$ cat src/rtl/ts_packet_packer.sv
// Transport-stream packer: aligns 10-bit stream bytes on sync-marked packet
// boundaries and packs four bytes per 32-bit word for the DDR write port.
module ts_packet_packer #(
   parameter int         PKT_LEN    = 188,
   parameter logic [7:0] SYNC_BYTE  = 8'h47,
   parameter logic [7:0] STUFF_BYTE = 8'hFF
) (
   input  logic        SYS_CLOCK,
   input  logic        SYS_RESET_N,
   input  logic        IN_VALID,
   input  logic [9:0]  IN_DATA,
   output logic        IN_READY,
   output logic        OUT_VALID,
   input  logic        OUT_READY,
   output logic [31:0] OUT_DATA,
   output logic        OUT_SOP,
   output logic        LOCKED,
   output logic [15:0] PKT_COUNT,
   output logic [15:0] ERR_COUNT
);

   localparam int IDX_W = $clog2(PKT_LEN + 1);
   localparam logic [IDX_W-1:0] LAST_IDX = IDX_W'(PKT_LEN - 1);

   typedef enum logic {HUNT, PACKET} state_t;

   state_t              state_reg, state_next;
   logic [IDX_W-1:0]    idx_reg, idx_next;
   logic [2:0][7:0]     lane_reg, lane_next;
   logic                sop_reg, sop_next;
   logic                out_valid_reg, out_valid_next;
   logic [31:0]         out_data_reg, out_data_next;
   logic                out_sop_reg, out_sop_next;
   logic [15:0]         pkt_count_reg, pkt_count_next;
   logic [15:0]         err_count_reg, err_count_next;

   logic                byte_take;
   logic                ts_valid;
   logic                ts_sync;
   logic [7:0]          ts_byte;
   logic                is_start;
   logic [1:0]          lane_sel;
   logic                start_pkt;
   logic [31:0]         full_word;
   logic [31:0]         stuff_word;

   function automatic logic [15:0] sat_inc(input logic [15:0] v);
      return (v == 16'hFFFF) ? v : v + 16'd1;
   endfunction

   assign IN_READY  = !out_valid_reg || OUT_READY;
   assign byte_take = IN_VALID && IN_READY;
   assign ts_valid  = IN_DATA[9];
   assign ts_sync   = IN_DATA[8];
   assign ts_byte   = IN_DATA[7:0];
   assign is_start  = ts_sync && (ts_byte == SYNC_BYTE);
   assign lane_sel  = idx_reg[1:0];

   // Lane 0 sits in the top byte; lanes not yet filled are padded when a
   // packet is cut short.
   generate
      for (genvar gi = 0; gi < 3; gi++) begin : g_lane
         assign full_word[31-8*gi -: 8]  = lane_reg[gi];
         assign stuff_word[31-8*gi -: 8] = (lane_sel > 2'(gi)) ? lane_reg[gi] : STUFF_BYTE;
      end
   endgenerate
   assign full_word[7:0]  = ts_byte;
   assign stuff_word[7:0] = STUFF_BYTE;

   always_comb begin
      state_next     = state_reg;
      idx_next       = idx_reg;
      lane_next      = lane_reg;
      sop_next       = sop_reg;
      out_valid_next = out_valid_reg && !OUT_READY;
      out_data_next  = out_data_reg;
      out_sop_next   = out_sop_reg;
      pkt_count_next = pkt_count_reg;
      err_count_next = err_count_reg;
      start_pkt      = 1'b0;

      if (byte_take && ts_valid) begin
         case (state_reg)
            HUNT: start_pkt = is_start;
            PACKET: begin
               if (idx_reg == '0) begin
                  if (is_start) begin
                     start_pkt = 1'b1;
                  end else begin
                     err_count_next = sat_inc(err_count_reg);
                     state_next     = HUNT;
                  end
               end else if (ts_sync) begin
                  // Sync arrived before the packet was complete: flush any
                  // partially filled word, then restart or drop lock.
                  if (lane_sel != 2'd0) begin
                     out_valid_next = 1'b1;
                     out_data_next  = stuff_word;
                     out_sop_next   = sop_reg;
                  end
                  err_count_next = sat_inc(err_count_reg);
                  if (ts_byte == SYNC_BYTE) begin
                     start_pkt = 1'b1;
                  end else begin
                     state_next = HUNT;
                     idx_next   = '0;
                     sop_next   = 1'b0;
                  end
               end else begin
                  case (lane_sel)
                     2'd0: lane_next[0] = ts_byte;
                     2'd1: lane_next[1] = ts_byte;
                     2'd2: lane_next[2] = ts_byte;
                     default: begin
                        out_valid_next = 1'b1;
                        out_data_next  = full_word;
                        out_sop_next   = sop_reg;
                        sop_next       = 1'b0;
                     end
                  endcase
                  if (idx_reg == LAST_IDX) begin
                     pkt_count_next = sat_inc(pkt_count_reg);
                     idx_next       = '0;
                  end else begin
                     idx_next = idx_reg + IDX_W'(1);
                  end
               end
            end
            default: state_next = HUNT;
         endcase

         if (start_pkt) begin
            state_next   = PACKET;
            idx_next     = IDX_W'(1);
            lane_next[0] = SYNC_BYTE;
            sop_next     = 1'b1;
         end
      end
   end

   always_ff @(posedge SYS_CLOCK or negedge SYS_RESET_N) begin
      if (!SYS_RESET_N) begin
         state_reg     <= HUNT;
         idx_reg       <= '0;
         lane_reg      <= '0;
         sop_reg       <= 1'b0;
         out_valid_reg <= 1'b0;
         out_data_reg  <= '0;
         out_sop_reg   <= 1'b0;
         pkt_count_reg <= '0;
         err_count_reg <= '0;
      end else begin
         state_reg     <= state_next;
         idx_reg       <= idx_next;
         lane_reg      <= lane_next;
         sop_reg       <= sop_next;
         out_valid_reg <= out_valid_next;
         out_data_reg  <= out_data_next;
         out_sop_reg   <= out_sop_next;
         pkt_count_reg <= pkt_count_next;
         err_count_reg <= err_count_next;
      end
   end

   assign OUT_VALID = out_valid_reg;
   assign OUT_DATA  = out_data_reg;
   assign OUT_SOP   = out_sop_reg;
   assign LOCKED    = (state_reg == PACKET);
   assign PKT_COUNT = pkt_count_reg;
   assign ERR_COUNT = err_count_reg;

endmodule

$ cat config.mk
export PLATFORM = sky130hd
export DESIGN_NAME = ts_packet_packer
export DESIGN_NICKNAME = d
export VERILOG_FILES = /design/src/rtl/ts_packet_packer.sv
export SDC_FILE = /design/constraint.sdc
export NUM_CORES = 1
export LEC_CHECK = 0
export CORE_MARGIN = 3
export CORE_UTILIZATION = 34
export CTS_BUF_LIST = sky130_fd_sc_hd__clkbuf_16
export DETAILED_ROUTE_END_ITERATION = 10
export DONT_BUFFER_PORTS = 1
export GPL_ROUTABILITY_DRIVEN = 0
export PLACE_DENSITY = 0.51
export SETUP_SLACK_MARGIN = 0.4
export SLEW_MARGIN = 10
export SYNTH_ARGS = -nofsm -noshare
export SYNTH_HDL_FRONTEND = slang
export SYNTH_SLANG_ARGS = --single-unit
$ cat constraint.sdc
create_clock -name SYS_CLOCK -period 6.85 [get_ports SYS_CLOCK]
set_input_delay 0.3425 -clock SYS_CLOCK [delete_from_list [all_inputs] [get_ports SYS_CLOCK]]
set_output_delay 0.3425 -clock SYS_CLOCK [all_outputs]
set_load 0.02 [all_outputs]
==> results of run 1 <==
==> worst max-delay path, delay by kind of cell, from the launching register on <==
| family | cells | cell delay, ps |
|---|---|---|
| buffers and inverters | 1 | 130 |
| flip-flops | 1 | 450 |
| multiplexers | 1 | 350 |
| adder cells (fa/ha/maj) | 1 | 200 |
| AO/OA/AOI/OAI | 2 | 1110 |
| AND/OR/NAND/NOR | 2 | 620 |
==> kinds of logic after synthesis <==
group	after synthesis	share of synthesized area
adders and majority gates	7	0.0193
xor gates and xnor gates	28	0.0542
muxes	37	0.0918
and+or+nand+nor	152	0.170
buffers and inverters	29	0.0274
AOI/OAI and AO/OA	55	0.0843
DFF	100	0.553
==> power by group <==
part / internal (mW) / total, mW / switching (mW)
clock network: 0.283 / 0.504 / 0.221
registers: 0.593 / 0.597 / 0.00424
logic: 0.00875 / 0.0286 / 0.0198
total: 0.884 / 1.13 / 0.245
==> area by class of cell <==
cell class	instances	area, µm²	share of cell area
Sequential cell	100	2500	0.498
Multi-Input combinational cell	279	1910	0.379
Clock buffer	9	225	0.0448
Tap cell	172	215	0.0428
Clock inverter	7	67.6	0.0134
Inverter	16	60.1	0.0119
Timing Repair Buffer	4	52.6	0.0105
==> layout by cell type, fill, tap and decap left out, types with 2 or more instances in the layout <==
cell type and n:
nand2b_1 6, a31oi_1 9, nor4_1 2, nor2b_1 5, a2111oi_4 2, inv_6 2
and4_1 2, nand3_1 22, buf_4 2, and3_1 11, or3_1 3, ha_1 7
nand2_2 3, xnor2_1 23, xor2_1 5, mux2_2 35, nand2_1 17, dfrtp_1 100
a21oi_1 17, clkbuf_16 9, nor3_1 3, or2_2 3, nor2_1 57, inv_1 18
a21o_1 2, nand4_1 8, o21ai_0 12, o2111ai_1 2, o31ai_1 4
==> metal layers <==
| metal | vias up | share of wire |
|---|---|---|
| met5 | - | 0 |
| met4 | 0 | 0.016 |
| met3 | 10 | 0.056 |
| met2 | 43 | 0.49 |
| met1 | 1522 | 0.44 |
| li1 | 1426 | - |
==> through the flow <==
step | setup WS (ps) | area (µm²) | power [mW] | hold slack (ps)
after floorplan | 4450 | 4530 | 0.621 | 46.9
after global placement | 3990 | 4700 | 0.623 | 52.9
after detailed placement | 3910 | 4700 | 0.624 | 53.0
after CTS | 3900 | 5030 | 1.15 | 105
after global routing | 3680 | 5030 | 1.19 | 106
final | 3880 | 5030 | 1.13 | 117
==> how the worst min path moves through the flow <==
| stage | from | end | slack (ps) |
|---|---|---|---|
| final | IN_DATA[8] | idx_reg[5]$_DFFE_PN0P_ | 120 |
| after CTS | IN_DATA[8] | idx_reg[5]$_DFFE_PN0P_ | 110 |
| after floorplan | SYS_RESET_N | ERR_COUNT[0]$_DFFE_PN0P_ | 50 |
| after global placement | SYS_RESET_N | OUT_DATA[30]$_DFFE_PN0P_ | 50 |
| after detailed placement | SYS_RESET_N | OUT_DATA[29]$_DFFE_PN0P_ | 50 |
| after global routing | IN_DATA[8] | idx_reg[5]$_DFFE_PN0P_ | 110 |
==> synthesized netlist by cell type (all sizes together), types with 2 or more instances <==
| library cell | number | area, µm² |
|---|---|---|
| buf | 8 | 45.0 |
| or3 | 3 | 18.8 |
| nor2b | 5 | 31.3 |
| nand3 | 23 | 120 |
| a21oi | 17 | 85.1 |
| dfrtp | 100 | 2500 |
| or2 | 3 | 18.8 |
| o2111ai | 2 | 17.5 |
| nor4 | 2 | 12.5 |
| a31oi | 9 | 56.3 |
| xor2 | 5 | 43.8 |
| and3 | 11 | 68.8 |
| nand4 | 9 | 62.6 |
| xnor2 | 23 | 201 |
| inv | 16 | 60.1 |
| nor2 | 57 | 214 |
| mux2 | 36 | 405 |
| and4 | 2 | 17.5 |
| nand2 | 20 | 82.6 |
| clkbuf | 5 | 18.8 |
| o21ai | 13 | 65.1 |
| nor3 | 4 | 20.0 |
| a21o | 2 | 15.0 |
| a2111oi | 2 | 55.1 |
| o31ai | 4 | 30.0 |
| ha | 7 | 87.6 |
| nand2b | 6 | 37.5 |
==> impl_results.md, run 1 <==
* Status: finished, final reports clean
* Crit. Startpoint: idx_reg[1]$_DFFE_PN0P_
* Global route hottest layer: met2
* Worst clock skew at 8.82 ps
* Slew headroom at 0.364
* H-tree depth at 3
* CP Data Arrival Time at 3200 ps
* Max-cap violation count at 0
* Final period utilization at 0.433
* Initial antenna violation count at 0
* RSZ-0062 raised after global routing: false
* Total wire length at 9940 µm
* Initial DRC count at about 190
* Die area at around 15000 µm²
* Hold depth at 1
* Syn avg cell area at 11.1 µm²
* Starting density of the core at 0.353
* Post-synthesis instance total at about 400
* Drt wl/cell at between 15 and 20 µm
* Overall routing resource usage at 0.146
* Async SR Flop Fraction at 1.00
* Worst skew pair latency at between 300 and 400 ps
* Worst-path cell chain: inv_1 > ha_1 > or4b_4 > o21ba_4 > a2111oi_4 > nand2_2 > mux2_1
* Crit Path Class: flop to flop
* CTS Sinks at 100
* Tmin final at roughly 3000 ps
* Leakage power at approximately 2.3 nW
* Final Util at 0.392
* Drt pass-1 iters at 4
* Largest net degree at the start of global routing at about 100
* Warnings, synthesis at 0
* Critical Path RT at between 7000 and 8000 ps
* TritonCTS clock tree: built
* DRC violations left at 0
* Vias in the first global route at approximately 3000
* Max Buffers Root-to-Sink at 2
* Worst vdd ir at 109 µV
* CP max-delay cell: a2111oi_4
* Hpwl dp at around 6900 µm
* Hold Vio Cnt, Final at 0
* Via density at 5.11
* Number of flip-flops in the largest register at 32
* Clk slew on worst S/H paths at about 70 ps
* Filler cell count at 1280
* CTS Root Cell: clkbuf_16
* Fin cells at about 590
* Global-route wire length before repair at roughly 17000 µm
* Max Fclk at approximately 340 MHz
* Share of layout cells above drive strength 1 at 0.157
* Sequential cell area fraction in the yosys report at 0.553
* Max-slew violation count at 0
* Setup_tns at 0 ps
* Syn Nets at 429
* M1 GR Usage at 0.185
* PwrDens at between 200 and 250 nW/µm²
* Num CTS Buffers at 9
* Met3 GRT Util at 0.0517
* Worst setup EP type: flop
* Post-CTS Setup Inserts at 0
* Flop2flop setup slack at 3880 ps
* Final setup vio count at 0
* Post-synth top flop: dfrtp_1
* Crit path max fanout at 15
* Port buffer count at 0
* Die Wd at 121 µm
* Last element of the critical path: ERR_COUNT[1]$_DFFE_PN0P_
* Placed Cells at 569
* Number of inserted diodes at 0
* Reg-to-Reg Start: idx_reg[1]$_DFFE_PN0P_
* Worst min-delay path class: input port to flop
* Post-route ant nets at 0
* Met2 Use GR at 0.227
* Area of the core at about 13000 µm²
* Post-cts sizing count at 0
* Die Span Y at roughly 120 µm
* Reg2Reg Depth at 7
* Grt total ovfl at 0
* I/O pins at between 80 and 90
* Distinct cell type count after synthesis at 48
* Area growth syn-to-layout at 11.1%
* Syn Std Cell Area at roughly 4500 µm²
* Worst slew pin tran at approximately 950 ps
* Hold_buf cts at 2
* Vias at approximately 3000
* Worst flop-to-flop path endpoint: ERR_COUNT[1]$_DFFE_PN0P_
* Nets at approximately 430
* Critical path startpoint category: flop
* Post-synth EDFFs at 0
* Seq cells post-synth at 100
* Max incr delay on CP at a little under 900 ps
* Std-Cell Rows at 41
Note: power is estimated with default switching activity, not from simulation.
==> run 2: changes to the inputs <==
Clock period 6.85 ns to 2.9 ns, I/O delays scaled along.
==> impl_results.md, run 2 (synthesis results as in run 1) <==
* Hpwl dp at approximately 7000 µm
* Worst setup EP type: flop
* CP Data Arrival Time at 2690 ps
* Worst slew pin tran at 677 ps
* Crit Path Class: flop to flop
* Sw frac at 0.228
* Worst skew pair latency at ~350 ps
* Number of inserted diodes at 0
* Initial DRC count at between 200 and 250
* Filler cell count at 1259
* Vias in the first global route at 3120
* Die area at around 15000 µm²
* Leakage power at about 2.4 nW
* Max Fclk at approximately 400 MHz
* H-tree depth at 3
* Cell internal pwr at about 2.1 mW
* Drt wl/cell at between 15 and 20 µm
* Worst clock skew at approximately 10 ps
* Port buffer count at 0
* Reg-to-Reg Start: idx_reg[1]$_DFFE_PN0P_
* Area growth syn-to-layout at 16.8%
* Most frequent cells in the layout: dfrtp_1 (98), nor2_1 (57), mux2_2 (35), xnor2_1 (23), nand3_1 (20)
* Final setup vio count at 0
* Max-cap violation count at 0
* Post-route ant nets at 0
* Die Span Y at ~120 µm
* Sequential Power Share at 0.516
* Overall routing resource usage at 0.154
* I/O pins at 82
* Crit path max fanout at 7
* Setup_tns at 0 ps
* Std-Cell Rows at around 40
* CTS Root Cell: clkbuf_16
* Critical Path RT at about 3100 ps
* Clk slew on worst S/H paths at approximately 70 ps
* Flop2flop setup slack at 440 ps
* Slew headroom at 0.548
* Global-route wire length before repair at about 17000 µm
* Via density at between 5 and 6
* Largest net degree at the start of global routing at 101
* Fin cells at about 610
* Total power draw at around 2.7 mW
* Area of the core at between 10000 and 15000 µm²
* Worst vdd ir at roughly 250 µV
* DRC violations left at 0
* Num CTS Buffers at 9
* Nets at 453
* Hold Vio Cnt, Final at 0
* Vias at approximately 3000
* TritonCTS clock tree: built
* Final period utilization at 0.847
* Starting density of the core at 0.353
* Tmin final at 2460 ps
* Max-slew violation count at 0
* Clock Power Share at 0.450
* Share of layout cells above drive strength 1 at 0.204
* Initial antenna violation count at 0
* Worst min-delay path class: input port to flop
* Total wire length at ~11000 µm
* Net Switching at a little over 600 µW
* Crit. Startpoint: idx_reg[1]$_DFFE_PN0P_
* Placed Cells at approximately 570
* Status: finished, final reports clean
* Grt total ovfl at 0
* CTS Sinks at 100
* Critical path startpoint category: flop
* Number of flip-flops in the largest register at 32
* Drt pass-1 iters at 4
* RSZ-0062 raised after global routing: false
* Fin Hold WS at 63.7 ps
* PwrDens at ~520 nW/µm²
* HP Start: IN_DATA[8]
* Most common cell after layout, fill and taps aside: dfrtp_1
* Combinational power share at 0.035
* Die Wd at ~120 µm
* Max Buffers Root-to-Sink at 2
-- run 2: power by group through the flow --
stage                     sequential [mW]  combinational (mW)  clock [mW]
after global routing                 1.41               0.108        1.33
after CTS                            1.41              0.0573        1.27
final                                1.41              0.0954        1.23
after detailed placement             1.44              0.0359           0
after global placement               1.44              0.0357           0
after floorplan                      1.44              0.0324           0
-- run 2: timing repair --
item | 4_1_cts | 5_1_grt
gates cloned | 1 | 0
hold buffers | 9 | 2
buffers inserted | 2 | 6
setup endpoints to repair | 27 | 40
hold endpoints to repair | 133 | 100
pin swaps | 1 | 6
resized for setup | 4 | 13
-- run 2: layout make-up --
class                           count  area (µm²)  area share
Multi-Input combinational cell    279        1960       0.371
Tap cell                          172         215      0.0407
Timing Repair Buffer               26         244      0.0461
Clock buffer                        9         225      0.0426
Inverter                           16        60.1      0.0114
Sequential cell                   100        2500       0.474
Clock inverter                      7        75.1      0.0142
-- run 2: final timing paths --
kind,depth (start not counted),end
max reg2reg,8,ERR_COUNT[1]$_DFFE_PN0P_
min,3,sop_reg$_DFFE_PN0P_
max in group asynchronous,2,ERR_COUNT[6]$_DFFE_PN0P_
max,8,ERR_COUNT[1]$_DFFE_PN0P_
min reg2reg,1,full_word[12]$_DFFE_PN0P_
min in group asynchronous,2,OUT_DATA[24]$_DFFE_PN0P_
-- run 2: per-layer routing --
layer / vias to the layer above / track usage / routed length [µm]
met5: - / 0 / 0
met2: 49 / 0.246 / 5270
met3: 12 / 0.0462 / 565
met4: 0 / 0.0609 / 172
li1: 1468 / - / -
met1: 1526 / 0.195 / 4840
-- run 2: critical path: stages, from the launching register on --
cell	delay [ps]
dfrtp_2	410
inv_2	100
ha_4	150
or4b_4	490
o21ba_4	250
a2111oi_4	390
buf_6	200
nand2_4	60
mux2_4	290
-- run 2: stage by stage --
step | util | area, µm² | setup WS (ps)
after floorplan | - | 4530 | 498
after global placement | 0.369 | 4730 | 379
after CTS | 0.401 | 5150 | 432
final | 0.412 | 5290 | 444
after global routing | 0.412 | 5290 | 388
after detailed placement | 0.369 | 4730 | 271
==> run 3: changes to the inputs <==
Settings changed: ABC_AREA set to 1.
Clock period 2.9 ns to 2.4 ns, I/O delays scaled along.
==> impl_results.md, run 3 <==
* Syn avg cell area at 7.93 µm²
* Syn Nets at around 670
* Drt wl/cell at about 14 µm
* Most frequent cells in the layout: nand2_1 (229), dfrtp_1 (98), nor2_1 (85), inv_1 (47), nand3_1 (45)
* Critical Path RT at 2670 ps
* Post-route ant nets at 0
* Starting density of the core at 0.352
* Post-synth EDFFs at 0
* Hold Vio Cnt, Final at 100
* Post-synth top flop: dfrtp_1
* Vias at a little over 4000
* Most frequent cells after synthesis: nand2_1 (229), dfrtp_1 (100), nor2_1 (86)
* Nets at around 700
* Area contributors post-synth: dfrtp_1 (48%), nand2_1 (17%), nor2_1 (6.2%)
* Fin cells at roughly 850
* Max-slew violation count at 0
* Num CTS Buffers at 9
* CP Data Arrival Time at 2120 ps
* Worst skew pair latency at around 350 ps
* Die Span Y at ~130 µm
* Max Buffers Root-to-Sink at 2
* Failing checks: negative hold slack
* Final setup vio count at 0
* Initial DRC count at approximately 390
* Std-Cell Rows at 44
* RSZ-0062 raised after global routing: true
* Drt pass-1 iters at 4
* Most common cell after layout, fill and taps aside: nand2_1
* Post-synthesis instance total at roughly 650
* Area of the core at between 10000 and 15000 µm²
* Hpwl dp at about 8200 µm
* TritonCTS clock tree: built
* Distinct cell type count after synthesis at 31
* Grt total ovfl at 0
* Final Util at 0.392
* Top-count cell post-synth: nand2_1
* Worst slew pin tran at just under 600 ps
* Port buffer count at 0
* Overall routing resource usage at 0.153
* CTS Root Cell: clkbuf_16
* Clk slew on worst S/H paths at roughly 70 ps
* Number of inserted diodes at 0
* Critical path startpoint category: flop
* Worst vdd ir at between 300 and 400 µV
* Largest net degree at the start of global routing at between 100 and 150
* Via density at roughly 4.8
* Worst min-delay path class: input port to async pin
* Number of flip-flops in the largest register at 32
* Crit path max fanout at 16
* Seq cells post-synth at 100
* Worst clock skew at slightly above 8 ps
* Hold_buf cts at 9
* PwrDens at 586 nW/µm²
* Max-cap violation count at 0
* Tmin final at about 1900 ps
* Area growth syn-to-layout at 11.4%
* Sequential cell area fraction in the yosys report at 0.484
* Slew headroom at 0.604
* Setup_tns at 0 ps
* DRC violations left at 0
* Global-route wire length before repair at slightly above 20000 µm
* Worst setup EP type: flop
* Vias in the first global route at 3858
* Share of layout cells above drive strength 1 at 0.0920
* Fin Hold WS at -542 ps
* H-tree depth at 3
* Post-synth top area share at 0.484
* Largest area contributor in the netlist: dfrtp_1
* Warnings, synthesis at 0
* Total wire length at about 12000 µm
* Placed Cells at between 800 and 900
* CTS Sinks at 100
* Die area at about 17000 µm²
* Crit Path Class: flop to flop
* Die Wd at between 100 and 150 µm
* Async SR Flop Fraction at 1.00
* Leakage power at between 2 and 3 nW
* Max Fclk at 541 MHz
* Initial antenna violation count at 0
* Status: finished with violations
* Final period utilization at 0.771
* I/O pins at 82
* Syn Std Cell Area at between 5000 and 6000 µm²
-- run 3: critical path, cell delays in order, from the launching register on --
cell	delay, ps
dfrtp_1	450
inv_1	140
ha_2	230
nand2_1	60
nor2_1	120
nand2_2	110
nand2_2	130
nor2_2	60
nand2_2	270
nand2_1	120
o21ai_2	70
-- run 3: area by class of cell --
cell class | instances | area [µm²]
Clock buffer | 9 | 225
Clock inverter | 6 | 81.3
Fill cell | 1513 | 8940
Inverter | 49 | 184
Multi-Input combinational cell | 484 | 2380
Sequential cell | 100 | 2500
Tap cell | 184 | 230
Timing Repair Buffer | 15 | 160
-- run 3: routing by layer --
layer  vias to the layer above  global-route usage  routed length, µm
li1                       2072                   -                  -
met5                         -                   0                  0
met1                      1921               0.211               5820
met2                        66               0.231               5700
met4                         0              0.0544                111
met3                         7              0.0412                630
-- run 3: kinds of logic (layout without fill, tap and decap cells) --
| family | Yosys count | in the layout | synth area share |
|---|---|---|---|
| buf+inv | 69 | 79 | 0.0656 |
| simple gates | 394 | 395 | 0.328 |
| fa+ha+maj | 7 | 7 | 0.0169 |
| flops | 100 | 100 | 0.484 |
| xor+xnor | 22 | 22 | 0.0373 |
| compound gates | 60 | 60 | 0.0689 |
-- run 3: worst paths after layout --
kind                                            from  cells after the start  slack [ps]                   endpoint
setup / recovery              idx_reg[0]$_DFFE_PN0P_                     10         550  full_word[19]$_DFFE_PN0P_
hold / removal                           SYS_RESET_N                      0        -540  PKT_COUNT[13]$_DFFE_PN0P_
setup reg to reg              idx_reg[0]$_DFFE_PN0P_                     10         550  full_word[19]$_DFFE_PN0P_
hold reg to reg            full_word[29]$_DFFE_PN0P_                      2         480  full_word[29]$_DFFE_PN0P_
max in group asynchronous                SYS_RESET_N                      0        2760   ERR_COUNT[1]$_DFFE_PN0P_
min in group SYS_CLOCK                    IN_DATA[0]                      2          20  full_word[16]$_DFFE_PN0P_
-- run 3: where the power goes --
part / internal [mW] / total [mW] / leakage [nW] / switching (mW)
Combinational: 0.0371 / 0.109 / 1.33 / 0.0721
Clock: 0.901 / 1.53 / 0.154 / 0.630
Sequential: 1.70 / 1.74 / 1.34 / 0.0334
Total: 2.64 / 3.38 / 2.83 / 0.736
-- run 3: timing repair --
item                                    CTS  global route
buffers inserted                          0             3
endpoints found under the hold margin   132           100
endpoints found under the setup margin    0            36
resized for setup                         0             9
-- run 3: per-stage QoR --
stage	instance area, µm²	total power [mW]	hold WS (ps)	setup WS [ps]
floorplan	5170	1.84	-176	756
global placement	5280	1.85	-173	490
detailed placement	5280	1.86	-174	464
CTS	5680	3.43	-561	434
global route	5760	3.50	-560	384
finish	5760	3.38	-542	550
